===== config.mk =====
export PLATFORM = sky130hd
export DESIGN_NAME = onewire_od_master_flat
export DESIGN_NICKNAME = d
export VERILOG_FILES = /design/src/rtl/onewire_pkg.sv /design/src/rtl/onewire_od_master_if.sv /design/src/rtl/od_us_timer.sv /design/src/rtl/onewire_od_master.sv /design/src/flat_wrapper.sv
export SDC_FILE = /design/constraint.sdc
export NUM_CORES = 1
export LEC_CHECK = 0
export CAP_MARGIN = 20
export CORE_UTILIZATION = 55
export CTS_BUF_LIST = sky130_fd_sc_hd__clkbuf_8
export CTS_CLUSTER_SIZE = 20
export DETAILED_ROUTE_END_ITERATION = 16
export PLACE_DENSITY = 0.88
export SYNTH_ARGS = -nofsm -noshare
export SYNTH_HDL_FRONTEND = slang
export SYNTH_SLANG_ARGS = --single-unit

===== constraint.sdc =====
create_clock -name clk -period 4.2 [get_ports clk]
set_input_delay 0.63 -clock clk [delete_from_list [all_inputs] [get_ports clk]]
set_output_delay 0.63 -clock clk [all_outputs]
set_load 0.05 [all_outputs]

===== src/rtl/onewire_pkg.sv =====
// Shared types for the open-drain single-wire bus master.
// Op encodings, FSM states and a width helper.
package onewire_pkg;

  typedef enum logic [1:0] {
    OP_RST = 2'b00,
    OP_WR  = 2'b01,
    OP_RD  = 2'b10,
    OP_NOP = 2'b11
  } op_e;

  typedef enum logic [2:0] {
    S_IDLE,
    S_RST_LOW,
    S_RST_WAIT,
    S_SLOT_LOW,
    S_SLOT_HOLD,
    S_REC,
    S_DONE
  } state_e;

  function automatic int max_of(
    input int a, input int b, input int c, input int d,
    input int e, input int f, input int g
  );
    int m;
    m = a;
    if (b > m) m = b;
    if (c > m) m = c;
    if (d > m) m = d;
    if (e > m) m = e;
    if (f > m) m = f;
    if (g > m) m = g;
    return m;
  endfunction

endpackage


===== src/rtl/onewire_od_master_if.sv =====
// Command/response handshake between the byte-level
// controller and the bit-level bus master.
interface onewire_od_master_if;

  logic       cmd_valid;
  logic       cmd_ready;
  logic [1:0] cmd_op;
  logic       cmd_bit;
  logic       rsp_valid;
  logic       rsp_bit;

  modport master (
    output cmd_valid, cmd_op, cmd_bit,
    input  cmd_ready, rsp_valid, rsp_bit
  );

  modport slave (
    input  cmd_valid, cmd_op, cmd_bit,
    output cmd_ready, rsp_valid, rsp_bit
  );

endinterface


===== src/rtl/od_us_timer.sv =====
// Microsecond timebase: prescaler plus elapsed-us counter,
// both restarted by clr_i so state timing is clock-exact.
module od_us_timer #(
  parameter int CLK_DIV = 50,
  parameter int CW      = 9
) (
  input  logic          clk,
  input  logic          rst,
  input  logic          clr_i,
  output logic          tick_o,
  output logic [CW-1:0] us_o
);

  localparam int PW = $clog2(CLK_DIV);

  logic [PW-1:0] pre_q, pre_d;
  logic [CW-1:0] us_q, us_d;

  assign tick_o = (pre_q == PW'(CLK_DIV - 1));
  assign us_o   = us_q;

  // next prescaler / us value; clear wins over tick
  always_comb begin
    pre_d = pre_q + 1'b1;
    us_d  = us_q;
    if (clr_i) begin
      pre_d = '0;
      us_d  = '0;
    end else if (tick_o) begin
      pre_d = '0;
      us_d  = us_q + 1'b1;
    end
  end

  // timer registers
  always_ff @(posedge clk) begin
    if (rst) begin
      pre_q <= '0;
      us_q  <= '0;
    end else begin
      pre_q <= pre_d;
      us_q  <= us_d;
    end
  end

endmodule


===== src/rtl/onewire_od_master.sv =====
// Open-drain single-wire bus master: reset/presence,
// write-bit and read-bit slots, one command at a time.
module onewire_od_master
  import onewire_pkg::*;
#(
  parameter int CLK_DIV   = 50,
  parameter int T_RST_US  = 480,
  parameter int T_PRS_US  = 70,
  parameter int T_SLOT_US = 60,
  parameter int T_LOW1_US = 6,
  parameter int T_SMP_US  = 15,
  parameter int T_REC_US  = 10
) (
  input  logic                 clk,
  input  logic                 rst,
  onewire_od_master_if.slave   bus,
  output logic                 presence,
  output logic                 busy,
  output logic                 dq_oe,
  input  logic                 dq_in
);

  localparam int TMAX = max_of(T_RST_US, T_PRS_US,
    T_SLOT_US, T_LOW1_US, T_SMP_US, T_REC_US, 1);
  localparam int CW = $clog2(TMAX + 1);

  state_e        state_q, state_d;
  op_e           op_q;
  logic          bit_q;
  logic          sync1_q, sync2_q;
  logic          rsp_bit_q, prs_q;
  logic          tmr_clr, tick;
  logic [CW-1:0] us;
  logic          accept, short_low;
  logic          hit_rst, hit_prs, hit_slot;
  logic          hit_low1, hit_smp, hit_rec;

  od_us_timer #(
    .CLK_DIV (CLK_DIV),
    .CW      (CW)
  ) u_tmr (
    .clk    (clk),
    .rst    (rst),
    .clr_i  (tmr_clr),
    .tick_o (tick),
    .us_o   (us)
  );

  // a hit fires on the last clock before us reaches N,
  // so a state lasting N us spans exactly N*CLK_DIV clocks
  assign hit_rst  = tick && (us == CW'(T_RST_US - 1));
  assign hit_prs  = tick && (us == CW'(T_PRS_US - 1));
  assign hit_slot = tick && (us == CW'(T_SLOT_US - 1));
  assign hit_low1 = tick && (us == CW'(T_LOW1_US - 1));
  assign hit_smp  = tick && (us == CW'(T_SMP_US - 1));
  assign hit_rec  = tick && (us == CW'(T_REC_US - 1));

  assign accept    = bus.cmd_valid && (state_q == S_IDLE);
  assign short_low = (op_q == OP_RD) ||
                     ((op_q == OP_WR) && bit_q);

  assign bus.cmd_ready = (state_q == S_IDLE);
  assign bus.rsp_valid = (state_q == S_DONE);
  assign bus.rsp_bit   = rsp_bit_q;
  assign presence      = prs_q;
  assign busy          = (state_q != S_IDLE);
  assign dq_oe         = (state_q == S_RST_LOW) ||
                         (state_q == S_SLOT_LOW);

  // next state and timer restart; slot time spans LOW+HOLD
  always_comb begin
    state_d = state_q;
    tmr_clr = 1'b0;
    case (state_q)
      S_IDLE: begin
        if (accept) begin
          case (op_e'(bus.cmd_op))
            OP_RST:  state_d = S_RST_LOW;
            OP_WR:   state_d = S_SLOT_LOW;
            OP_RD:   state_d = S_SLOT_LOW;
            default: state_d = S_DONE;
          endcase
        end
      end
      S_RST_LOW:  if (hit_rst) state_d = S_RST_WAIT;
      S_RST_WAIT: if (hit_rst) state_d = S_DONE;
      S_SLOT_LOW: begin
        if (short_low && hit_low1)
          state_d = S_SLOT_HOLD;
        else if (!short_low && hit_slot)
          state_d = S_REC;
      end
      S_SLOT_HOLD: if (hit_slot) state_d = S_REC;
      S_REC:       if (hit_rec) state_d = S_DONE;
      S_DONE:      state_d = S_IDLE;
      default:     state_d = S_IDLE;
    endcase
    tmr_clr = (state_q == S_IDLE) ||
              ((state_d != state_q) &&
               !((state_q == S_SLOT_LOW) &&
                 (state_d == S_SLOT_HOLD)));
  end

  // FSM state register
  always_ff @(posedge clk) begin
    if (rst) state_q <= S_IDLE;
    else     state_q <= state_d;
  end

  // line synchroniser, command latch and sample registers
  always_ff @(posedge clk) begin
    if (rst) begin
      sync1_q   <= 1'b1;
      sync2_q   <= 1'b1;
      op_q      <= OP_RST;
      bit_q     <= 1'b0;
      rsp_bit_q <= 1'b0;
      prs_q     <= 1'b0;
    end else begin
      sync1_q <= dq_in;
      sync2_q <= sync1_q;
      if (accept) begin
        op_q      <= op_e'(bus.cmd_op);
        bit_q     <= bus.cmd_bit;
        rsp_bit_q <= (op_e'(bus.cmd_op) == OP_NOP) ?
                     1'b1 : bus.cmd_bit;
      end
      if ((state_q == S_RST_WAIT) && hit_prs) begin
        rsp_bit_q <= sync2_q;
        prs_q     <= ~sync2_q;
      end
      if ((state_q == S_SLOT_HOLD) &&
          (op_q == OP_RD) && hit_smp)
        rsp_bit_q <= sync2_q;
    end
  end

endmodule


===== src/flat_wrapper.sv =====
// flat-port wrapper written by rule: the top's interface ports become plain ports
module onewire_od_master_flat import onewire_pkg::*;
#(
  parameter int CLK_DIV   = 50,
  parameter int T_RST_US  = 480,
  parameter int T_PRS_US  = 70,
  parameter int T_SLOT_US = 60,
  parameter int T_LOW1_US = 6,
  parameter int T_SMP_US  = 15,
  parameter int T_REC_US  = 10
)
  (clk, rst, presence, busy, dq_oe, dq_in, bus_cmd_valid, bus_cmd_op, bus_cmd_bit, bus_cmd_ready, bus_rsp_valid, bus_rsp_bit);
  onewire_od_master_if bus_i ();
  input  logic clk;
  input  logic rst;
  output logic presence;
  output logic busy;
  output logic dq_oe;
  input  logic dq_in;
  input wire logic [$bits(bus_i.cmd_valid)-1:0] bus_cmd_valid;
  input wire logic [$bits(bus_i.cmd_op)-1:0] bus_cmd_op;
  input wire logic [$bits(bus_i.cmd_bit)-1:0] bus_cmd_bit;
  output wire logic [$bits(bus_i.cmd_ready)-1:0] bus_cmd_ready;
  output wire logic [$bits(bus_i.rsp_valid)-1:0] bus_rsp_valid;
  output wire logic [$bits(bus_i.rsp_bit)-1:0] bus_rsp_bit;
  assign bus_i.cmd_valid = bus_cmd_valid;
  assign bus_i.cmd_op = bus_cmd_op;
  assign bus_i.cmd_bit = bus_cmd_bit;
  assign bus_cmd_ready = bus_i.cmd_ready;
  assign bus_rsp_valid = bus_i.rsp_valid;
  assign bus_rsp_bit = bus_i.rsp_bit;
  onewire_od_master #(.CLK_DIV(CLK_DIV), .T_RST_US(T_RST_US), .T_PRS_US(T_PRS_US), .T_SLOT_US(T_SLOT_US), .T_LOW1_US(T_LOW1_US), .T_SMP_US(T_SMP_US), .T_REC_US(T_REC_US)) u_core (.clk(clk), .rst(rst), .bus(bus_i), .presence(presence), .busy(busy), .dq_oe(dq_oe), .dq_in(dq_in));
endmodule

Yosys cells after proc, flatten, opt, wreduce, memory -nomap -nowiden
Cells that the tools add are included.
{ "totals": {"register_bits": 25, "latch_bits": 0, "ram_bits": 0, "mem_bits_ro": 0, "input_bits": 7, "output_inout_bits": 6, "wordCells": 72, "n_memories": 0} }
{ "op_classes": {"addsub": 2, "n_mul": 0, "div_mod_pow": 0, "n_lt_le_gt_ge": 0, "eq_ne": 20, "n_shift": 0, "mux": 13, "bitwise": 1, "n_reduce_logical": 27} }
{ "op_table": {"columns": ["op", "count"], "rows": [
  ["2-to-1 mux 3 bit", 7],
  ["== test 9 x 4 -> 1 bit, second input constant", 2],
  ["case mux 3 bit (6 select lines)", 1],
  ["logical AND 1 bit", 15],
  ["== test 3 bit, second input constant", 4],
  ["adder 9 x 1 -> 9 bit, second input constant", 1],
  ["== test 9 x 3 -> 1 bit, second input constant", 1],
  ["== test 9 x 6 -> 1 bit, second input constant", 1],
  ["== test 9 x 7 -> 1 bit, second input constant", 1],
  ["== test 9 bit, second input constant", 1],
  ["adder 6 x 1 -> 6 bit, second input constant", 1],
  ["== test 2 bit, second input constant", 3],
  ["== test 3 x 2 -> 1 bit, second input constant", 2],
  ["== test 6 bit, second input constant", 1],
  ["case mux 3 bit (2 select lines)", 1],
  ["nonzero test 3 bit", 2],
  ["== test 2 x 1 -> 1 bit, second input constant", 2],
  ["2-to-1 mux 1 bit", 4],
  ["OR reduction 2 bit", 2],
  ["== test 3 x 1 -> 1 bit, second input constant", 1],
  ["zero test 3 bit", 1],
  ["logical OR 1 bit", 3],
  ["inequality test 3 bit", 1],
  ["OR reduction 3 bit", 1],
  ["3 further kinds", 4]
]} }

Depth between registers and ports, before layout
Gate-level depths: netlist of the first run.
{ "logic_depth": {"ltp_word": 14, "ltp_mapped": 9, "mapped_depth_nobuf": 8} }

Hierarchy
From an unflattened synthesis of the first run, not the netlist that was laid out.
{ "unflattened": {"hier_cells": 169, "area_unflattened_um2": 1417.6} }
{ "by_module_without_submodules": {"columns": ["module", "n_inst", "cells_per_inst", "area_per_inst_um2", "seq_area_each_um2"], "rows": [
  ["onewire_od_master", 1, 94, 740.7, 200.2],
  ["od_us_timer", 1, 75, 676.9, 300.3]
]} }

Worst setup path after synthesis of the first run
Ideal clock, no wire load.
{ "synth_timing": {"kind": "register to register", "from": "register u_core.state_q[0]", "to": "register u_core.u_tmr.pre_q[1]", "setup_time_ns": 0.116, "arrival_time_ns": 2.395, "t_required_ns": 4.084, "slack_ns": 1.688, "stages_incl_launch_ff": 10, "path_buffers": 3, "synth_period_minus_slack_ns": 2.512, "path_cell_list": "dfxtp_1 buf_2 nor3_2 and2_0 clkbuf_1 a31o_2 a221oi_1 a32oi_2 buf_6 nor3b_1"} }
{ "synth_between": {"elab_chain_cells": 10, "elab_cells_between_ends": 22, "cone_classes": "eq/ne (7); mux (8); reduce/logical (7)"} }
{ "synth_rtl": {"columns": ["item", "line", "source"], "rows": [
  ["start: declaration", "onewire_od_master.sv:27", "state_e state_q, state_d;"],
  ["start signal: assignment", "onewire_od_master.sv:107", "else state_q <= state_d;"],
  ["zero test 3 bit *", null, null],
  ["named net bus_cmd_ready", "flat_wrapper.sv:23", "output wire logic [$bits(bus_i.cmd_ready)-1:0] bus_cmd_ready;"],
  ["logical AND 1 bit", "onewire_od_master.sv:58", "assign accept = bus.cmd_valid && (state_q == S_IDLE);"],
  ["2-to-1 mux 3 bit", "onewire_od_master.sv:76", "if (accept) begin"],
  ["case mux 3 bit (6 select lines)", "onewire_od_master.sv:74", "case (state_q)"],
  ["== test 3 bit", "onewire_od_master.sv:101", "(state_d == S_SLOT_HOLD)));"],
  ["logical AND 1 bit", "onewire_od_master.sv:100", "!((state_q == S_SLOT_LOW) &&"],
  ["zero test 1 bit", "onewire_od_master.sv:100", null],
  ["logical AND 1 bit", "onewire_od_master.sv:99", "((state_d != state_q) &&"],
  ["logical OR 1 bit *", "onewire_od_master.sv:98", "tmr_clr = (state_q == S_IDLE) ||"],
  ["OR reduction 3 bit (no line) *", null, null],
  ["end signal: assignment", "od_us_timer.sv:41", "pre_q <= pre_d;"],
  ["end: declaration", "od_us_timer.sv:16", "logic [PW-1:0] pre_q, pre_d;"]
]} }
Mark *: on every way through the listed nets, which the timed path passes. The rest lies on a longest branch.
A chain may end at the register's enable or synchronous reset.

Worst setup path after layout of the first run
{ "layout_timing": {"from": "register u_core.state_q[1]", "to": "output bus_cmd_ready"} }
{ "layout_between": {"elab_chain_cells": 1} }
{ "layout_rtl": {"columns": ["item", "line", "source"], "rows": [
  ["zero test 3 bit", "onewire_od_master.sv:62", "assign bus.cmd_ready = (state_q == S_IDLE);"],
  ["end: declaration", "flat_wrapper.sv:23", null]
]} }
Every way passes these cells.

==> key figures, run 1 <==
Run status
  – Status: finished clean

CTS
  – CTS Hold Buffers Added: 0
  – Clock buffer depth: 2
  – Clk Latency, worst-skew pair: 0.28 ns
  – TritonCTS clock tree: yes
  – Clock root buffer master: clkbuf_8
  – # Post-CTS Setup Buffers: 0
  – Clk slew on worst S/H paths: 0.10 ns
  – Htree depth: 1
  – PostCTS Resize Cnt: 0
  – Clock Sinks: 25
  – Num CTS Buffers: 3

Layout
  – Layout cells sized above 1: 0.0663
  – Area growth syn-to-layout: 9.14%
  – Antenna diode count: 0
  – Fillers: 214
  – Final net count: 209

Floorplan
  – Initial Util: 0.602
  – DIE HEIGHT: 54.8 um
  – # IOs: 13
  – Width of the die: 54.8 um
  – Std cell rows: 18
  – Die area: approximately 3000 um^2
  – Core area: approximately 2500 um^2

Timing
  – Fmax: 0.347 GHz
  – Total negative setup slack: 0 ns
  – RSZ-0062 raised after global routing: false
  – Period minus WS final: 2.88 ns
  – Hold Slack: between 0.4 and 0.5 ns
  – Relative slew slack: 0.508
  – Final Hold Fails: 0
  – Slew Limit Fails: 0
  – Worst slew pin tran: 0.738 ns
  – Final worst-path cycle share: 0.686
  – Final setup fails: 0
  – Worst Clk Skew: 0.00560 ns

Worst setup path
  – Cell depth of the worst flop-to-flop path: 7
  – Worst r2r src: u_core.u_tmr.pre_q[0]
  – Required time of the critical path: 3.57 ns
  – WP data arrival: 2.25 ns
  – Crit path capture type: output pin
  – R2r endpoint: u_core.u_tmr.pre_q[3]
  – Setup crit start kind: flop
  – Crit Path Class: reg -> out
  – Setup slack, reg-to-reg: ~1.4 ns
  – CP max FO: 15

Worst hold path
  – Hold Path Origin: u_core.sync1_q
  – Hold endpoint: u_core.sync2_q
  – Worst hold-check path type: reg -> reg
  – Hold Path Depth: 1

Global route
  – Number of global-route vias before repair: 1202
  – Largest net degree at the start of global routing: 17
  – Initial antenna violation count: 0
  – Overflow left after global routing: 0
  – First-pass GRT wire length: 5660 um
  – Global-route usage over all layers: 0.267

Power and ir drop
  – Cell Pwr Density: 318 nW/um^2
  – Peak supply drop: approximately 0.00033 V
  – Pleak: about 0.59 nW

Detailed routing
  – Via density: around 6.1
  – Via count: 1380
  – Drc violations: 0
  – Drt pass-1 iters: 4
  – Initial DRC count: 39
  – Wirelength per Cell: 15.9 um
  – Routed WL: 3590 um
  – Routed Antenna Nets: 0

Synthesis
  – Post-synth top cells: dfxtp_1, nand2_1, nor2_1, a21oi_1, xnor2_1
  – Syn nets: around 200
  – Synth Warn #: 0
  – Count leader, synth: dfxtp_1
  – Sequential area share after synthesis: 0.327
  – Ys async rst share: 0
  – Synth Register Bits: 25
  – Top cell type's share of synthesized area: 0.327
  – Post-Synthesis Cells: approximately 190
  – Post-Syn Area: 1530 um^2
  – Post-synth EDFFs: 0
  – Synth top area cells: dfxtp_1, nand2_1, nor2_1
  – Biggest area consumer among synthesized cells: dfxtp_1
  – Synth unique cells: 48
  – Post-synthesis area per instance: ~8 um^2
  – Top_reg_cell synth: dfxtp_1

Run
  – Max-capacitance violation count: 0

Placement
  – Routability congestion estimate: 0.914
  – Placed wire-length estimate: 2600 um
  – I/O Buffers: 12
==> sequential cells by signal (all words and copies together) (netlist names) <==
| name | flops |
|---|---|
| u_core.bit_q | 1 |
| u_core.bus.rsp_bit | 1 |
| u_core.op_q | 2 |
| u_core.presence | 1 |
| u_core.state_q | 3 |
| u_core.sync1_q | 1 |
| u_core.sync2_q | 1 |
| u_core.u_tmr.pre_q | 6 |
| u_core.u_tmr.us_o | 9 |
==> layout make-up <==
| cell class | count | area, um^2 | share of cell area |
|---|---|---|---|
| clock buffer | 3 | 41.3 | 0.0247 |
| clock inverter | 1 | 8.76 | 0.00524 |
| inverter | 8 | 30.0 | 0.0180 |
| multi-input combinational | 147 | 935 | 0.559 |
| sequential | 25 | 500 | 0.299 |
| tap | 30 | 37.5 | 0.0224 |
| timing repair buffer | 12 | 120 | 0.0718 |
==> worst max-delay path by stage <==
stage                          start               endpoint  slack (ns)  cells after the start
6_report           u_core.state_q[1]          bus_cmd_ready        1.32                      2
4_1_cts            u_core.state_q[1]          bus_cmd_ready        1.37                      2
3_5_place_dp           bus_cmd_valid  u_core.u_tmr.pre_q[3]        1.20                      7
5_1_grt        u_core.u_tmr.pre_q[0]  u_core.u_tmr.pre_q[3]        1.16                      7
3_3_place_gp           bus_cmd_valid   u_core.u_tmr.us_o[7]        1.36                      7
2_1_floorplan      u_core.state_q[0]  u_core.u_tmr.pre_q[1]        1.69                      9
==> kinds of logic (layout without fill, tap and decap cells) <==
group | after synthesis | after routing | synth area share
and+or+nand+nor | 101 | 101 | 0.362
AOI/OAI and AO/OA | 27 | 27 | 0.126
DFF | 25 | 25 | 0.327
buffers and inverters | 19 | 24 | 0.0637
xor gates and xnor gates | 12 | 12 | 0.0686
adders and majority gates | 5 | 5 | 0.0408
muxes | 2 | 2 | 0.0131
==> per-stage QoR <==
step | instance area, um^2 | setup WS [ns] | util | instances | power (mW)
after floorplan | 1530 | 1.69 | - | 191 | 0.348
after global placement | 1620 | 1.36 | 0.638 | 222 | 0.376
after detailed placement | 1620 | 1.20 | 0.638 | 222 | 0.380
after CTS | 1670 | 1.37 | 0.657 | 226 | 0.533
after global routing | 1670 | 1.16 | 0.657 | 226 | 0.555
final | 1670 | 1.32 | 0.657 | 226 | 0.533
==> metal layers <==
| layer | GRT usage | up-vias | wire length [um] |
|---|---|---|---|
| met5 | 0 | - | 0 |
| met1 | 0.348 | 643 | 1640 |
| met3 | 0.0611 | 9 | 177 |
| li1 | - | 687 | - |
| met2 | 0.434 | 41 | 1710 |
| met4 | 0.0769 | 0 | 64 |
==> cell usage in the layout (no fill, tap or decap), drive strengths merged, types with 2 or more instances in the layout <==
cell,Yosys,final
nand3b,3,3
clkdlybuf4s50,0,12
nor3b,2,2
a21oi,9,9
nand4b,3,3
nor4,8,8
o211ai,2,2
and4bb,2,2
a211oi,2,2
a31oi,2,2
clkbuf,2,3
nor4b,2,2
nor3,5,5
or4,2,2
inv,8,9
and2,4,4
dfxtp,25,25
nand2b,2,2
ha,5,5
nand2,24,24
nor2,21,21
nor2b,3,3
and3,2,2
nand3,8,8
xnor2,9,9
o21ai,4,4
mux2i,2,2
or2,3,3
xor2,3,3
nand4,4,4
==> worst max-delay path, stage by stage, from the launching register on <==
cell,delay (ns)
dfxtp_1,0.48
nor3_2,0.56
clkdlybuf4s50_1,0.92
==> power breakdown <==
part | leakage (nW) | internal (mW) | total, mW | switching [mW]
logic | 0.356 | 0.0405 | 0.118 | 0.0773
registers | 0.203 | 0.245 | 0.258 | 0.0125
clock network | 0.0261 | 0.0698 | 0.157 | 0.0871
total | 0.585 | 0.356 | 0.533 | 0.177
Note: power is estimated with default switching activity, not from simulation.
==> run 2, diff against run 1 <==
- clock period: 4.2 -> 2.8 ns (I/O delays scaled with it)
==> key figures, run 2 (synthesis results as in run 1) <==
CTS
  – # Post-CTS Setup Buffers: 0 (unchanged)
  – Htree depth: 1 (unchanged)
  – Clk slew on worst S/H paths: 0.09 ns (about the same)
  – Clock buffer depth: 2 (unchanged)
  – PostCTS Resize Cnt: 0 (unchanged)
  – Clock Sinks: 25 (unchanged)
  – Clock root buffer master: clkbuf_8
  – CTS Hold Buffers Added: 0 (unchanged)
  – Clk Latency, worst-skew pair: 0.28 ns (about the same)
  – Num CTS Buffers: 3 (unchanged)
  – TritonCTS clock tree: yes

Worst setup path
  – Required time of the critical path: 2.38 ns (-1.19 ns)
  – CP max FO: 15 (unchanged)
  – Worst r2r src: u_core.u_tmr.pre_q[0]
  – Crit Path Class: reg -> out
  – R2r endpoint: u_core.u_tmr.us_o[4]
  – CP cell instances: nor3_2 -> buf_4 -> inv_1 -> clkdlybuf4s50_1
  – Worst path max stage delay: 0.79 ns (-0.13 ns)
  – Setup slack, reg-to-reg: 0.43 ns (-1.01 ns)
  – Setup crit start kind: flop
  – Cell depth of the worst flop-to-flop path: 8 (+1)
  – WP data arrival: 2.03 ns (-0.22 ns)
  – Slowest library cell on the worst path: clkdlybuf4s50_1
  – Crit path capture type: output pin

Power and ir drop
  – Peak supply drop: 0.000496 V (+52%)
  – Total chip power: 0.804 mW (+51%)
  – Pleak: 0.610 nW (+4.3%)
  – Cell Pwr Density: 470 nW/um^2 (+48%)

Worst hold path
  – Worst hold-check path type: reg -> reg
  – Hold Path Origin: u_core.sync1_q
  – Hold Path Depth: 1 (unchanged)
  – Hold endpoint: u_core.sync2_q

Timing
  – Final setup margin: 0.347 ns (-0.970 ns)
  – Worst Clk Skew: 0.00190 ns (-0.00370 ns)
  – Final setup fails: 0 (unchanged)
  – Total negative setup slack: 0 ns (unchanged)
  – Relative slew slack: 0.605 (+0.0967)
  – Hold Slack: 0.425 ns (+0.00793 ns)
  – Final Hold Fails: 0 (unchanged)
  – Worst slew pin tran: 0.588 ns (-0.150 ns)
  – Slew Limit Fails: 0 (unchanged)
  – Final worst-path cycle share: 0.876
  – Fmax: 0.408 GHz
  – Period minus WS final: 2.45 ns
  – RSZ-0062 raised after global routing: false

Layout
  – Most frequent cells in the layout: dfxtp_1, nand2_1, nor2_1
  – Antenna diode count: 0 (unchanged)
  – Layout cells sized above 1: 0.0896 (+0.0232)
  – Max reg flops: 9 (unchanged)
  – Most common cell after layout, fill and taps aside: dfxtp_1
  – Final net count: 214 (+2.4%)
  – Area growth syn-to-layout: 11.6%

Floorplan
  – # IOs: 13 (unchanged)
  – Core area: 2540 um^2 (unchanged)
  – Die area: 3000 um^2 (unchanged)
  – Width of the die: 54.8 um (unchanged)
  – Initial Util: 0.602 (unchanged)
  – Std cell rows: 18 (unchanged)
  – DIE HEIGHT: 54.8 um (unchanged)

Global route
  – First-pass GRT wire length: 5510 um (-2.7%)
  – Overflow left after global routing: 0 (unchanged)
  – Largest net degree at the start of global routing: 17 (unchanged)
  – Number of global-route vias before repair: 1246 (+3.7%)
  – Global-route usage over all layers: 0.257 (-0.0105)
  – Initial antenna violation count: 0 (unchanged)

Detailed routing
  – Drc violations: 0 (unchanged)
  – Initial DRC count: 34 (-13%)
  – Wirelength per Cell: 15.2 um (-4.3%)
  – Via density: 6.15 (+0.74%)
  – Routed WL: 3510 um (-2.2%)
  – Drt pass-1 iters: 4 (unchanged)
  – Via count: 1421 (+3.0%)
  – Routed Antenna Nets: 0 (unchanged)

Run status
  – Status: finished clean

Placement
  – Pre-CTS WS: 0.350 ns (-0.847 ns)
  – Placed wire-length estimate: 2670 um (+2.6%)
  – I/O Buffers: 12 (unchanged)
  – Routability congestion estimate: 0.966 (+5.7%)

Run
  – Max-capacitance violation count: 0 (unchanged)
==> run 2: metal layers <==
| layer | vias to the layer above | wire length (um) | track usage |
|---|---|---|---|
| li1 | 698 | - | - |
| met1 | 668 | 1590 | 0.346 |
| met2 | 49 | 1690 | 0.408 |
| met3 | 6 | 184 | 0.0528 |
| met4 | 0 | 51 | 0.0726 |
| met5 | - | 0 | 0 |
==> run 2: layout make-up <==
| cell class | count | area, um^2 |
|---|---|---|
| sequential | 25 | 500 |
| clock buffer | 3 | 41.3 |
| fill | 205 | 835 |
| tap | 30 | 37.5 |
| clock inverter | 1 | 8.76 |
| multi-input combinational | 147 | 935 |
| timing repair buffer | 17 | 158 |
| inverter | 8 | 30.0 |
==> run 2: through the flow <==
step	util	cells	area, um^2
floorplan	-	191	1530
global placement	0.652	227	1660
detailed placement	0.652	227	1660
CTS	0.672	231	1710
global route	0.672	231	1710
finish	0.672	231	1710
==> run 2: worst max path at each step <==
stage	startpoint	end	slack [ns]	depth (start not counted)
after global placement	bus_cmd_valid	u_core.u_tmr.us_o[8]	0.43	8
after CTS	u_core.state_q[1]	busy	0.35	4
after detailed placement	bus_cmd_valid	u_core.u_tmr.us_o[4]	0.35	8
final	u_core.state_q[1]	busy	0.35	4
after floorplan	u_core.state_q[0]	u_core.u_tmr.pre_q[1]	0.29	9
after global routing	u_core.u_tmr.pre_q[0]	u_core.u_tmr.us_o[7]	0.24	8
==> run 2: worst max-delay path, delay by kind of cell (launching register included) <==
family,cells,cell delay (ns)
flip-flops,1,0.63
buffers and inverters,3,1.02
AND/OR/NAND/NOR,1,0.09
==> run 2: power breakdown <==
part | switching (mW) | internal [mW] | leakage (nW)
registers | 0.0177 | 0.368 | 0.203
clock network | 0.128 | 0.105 | 0.0261
logic | 0.116 | 0.0695 | 0.381
total | 0.262 | 0.542 | 0.610
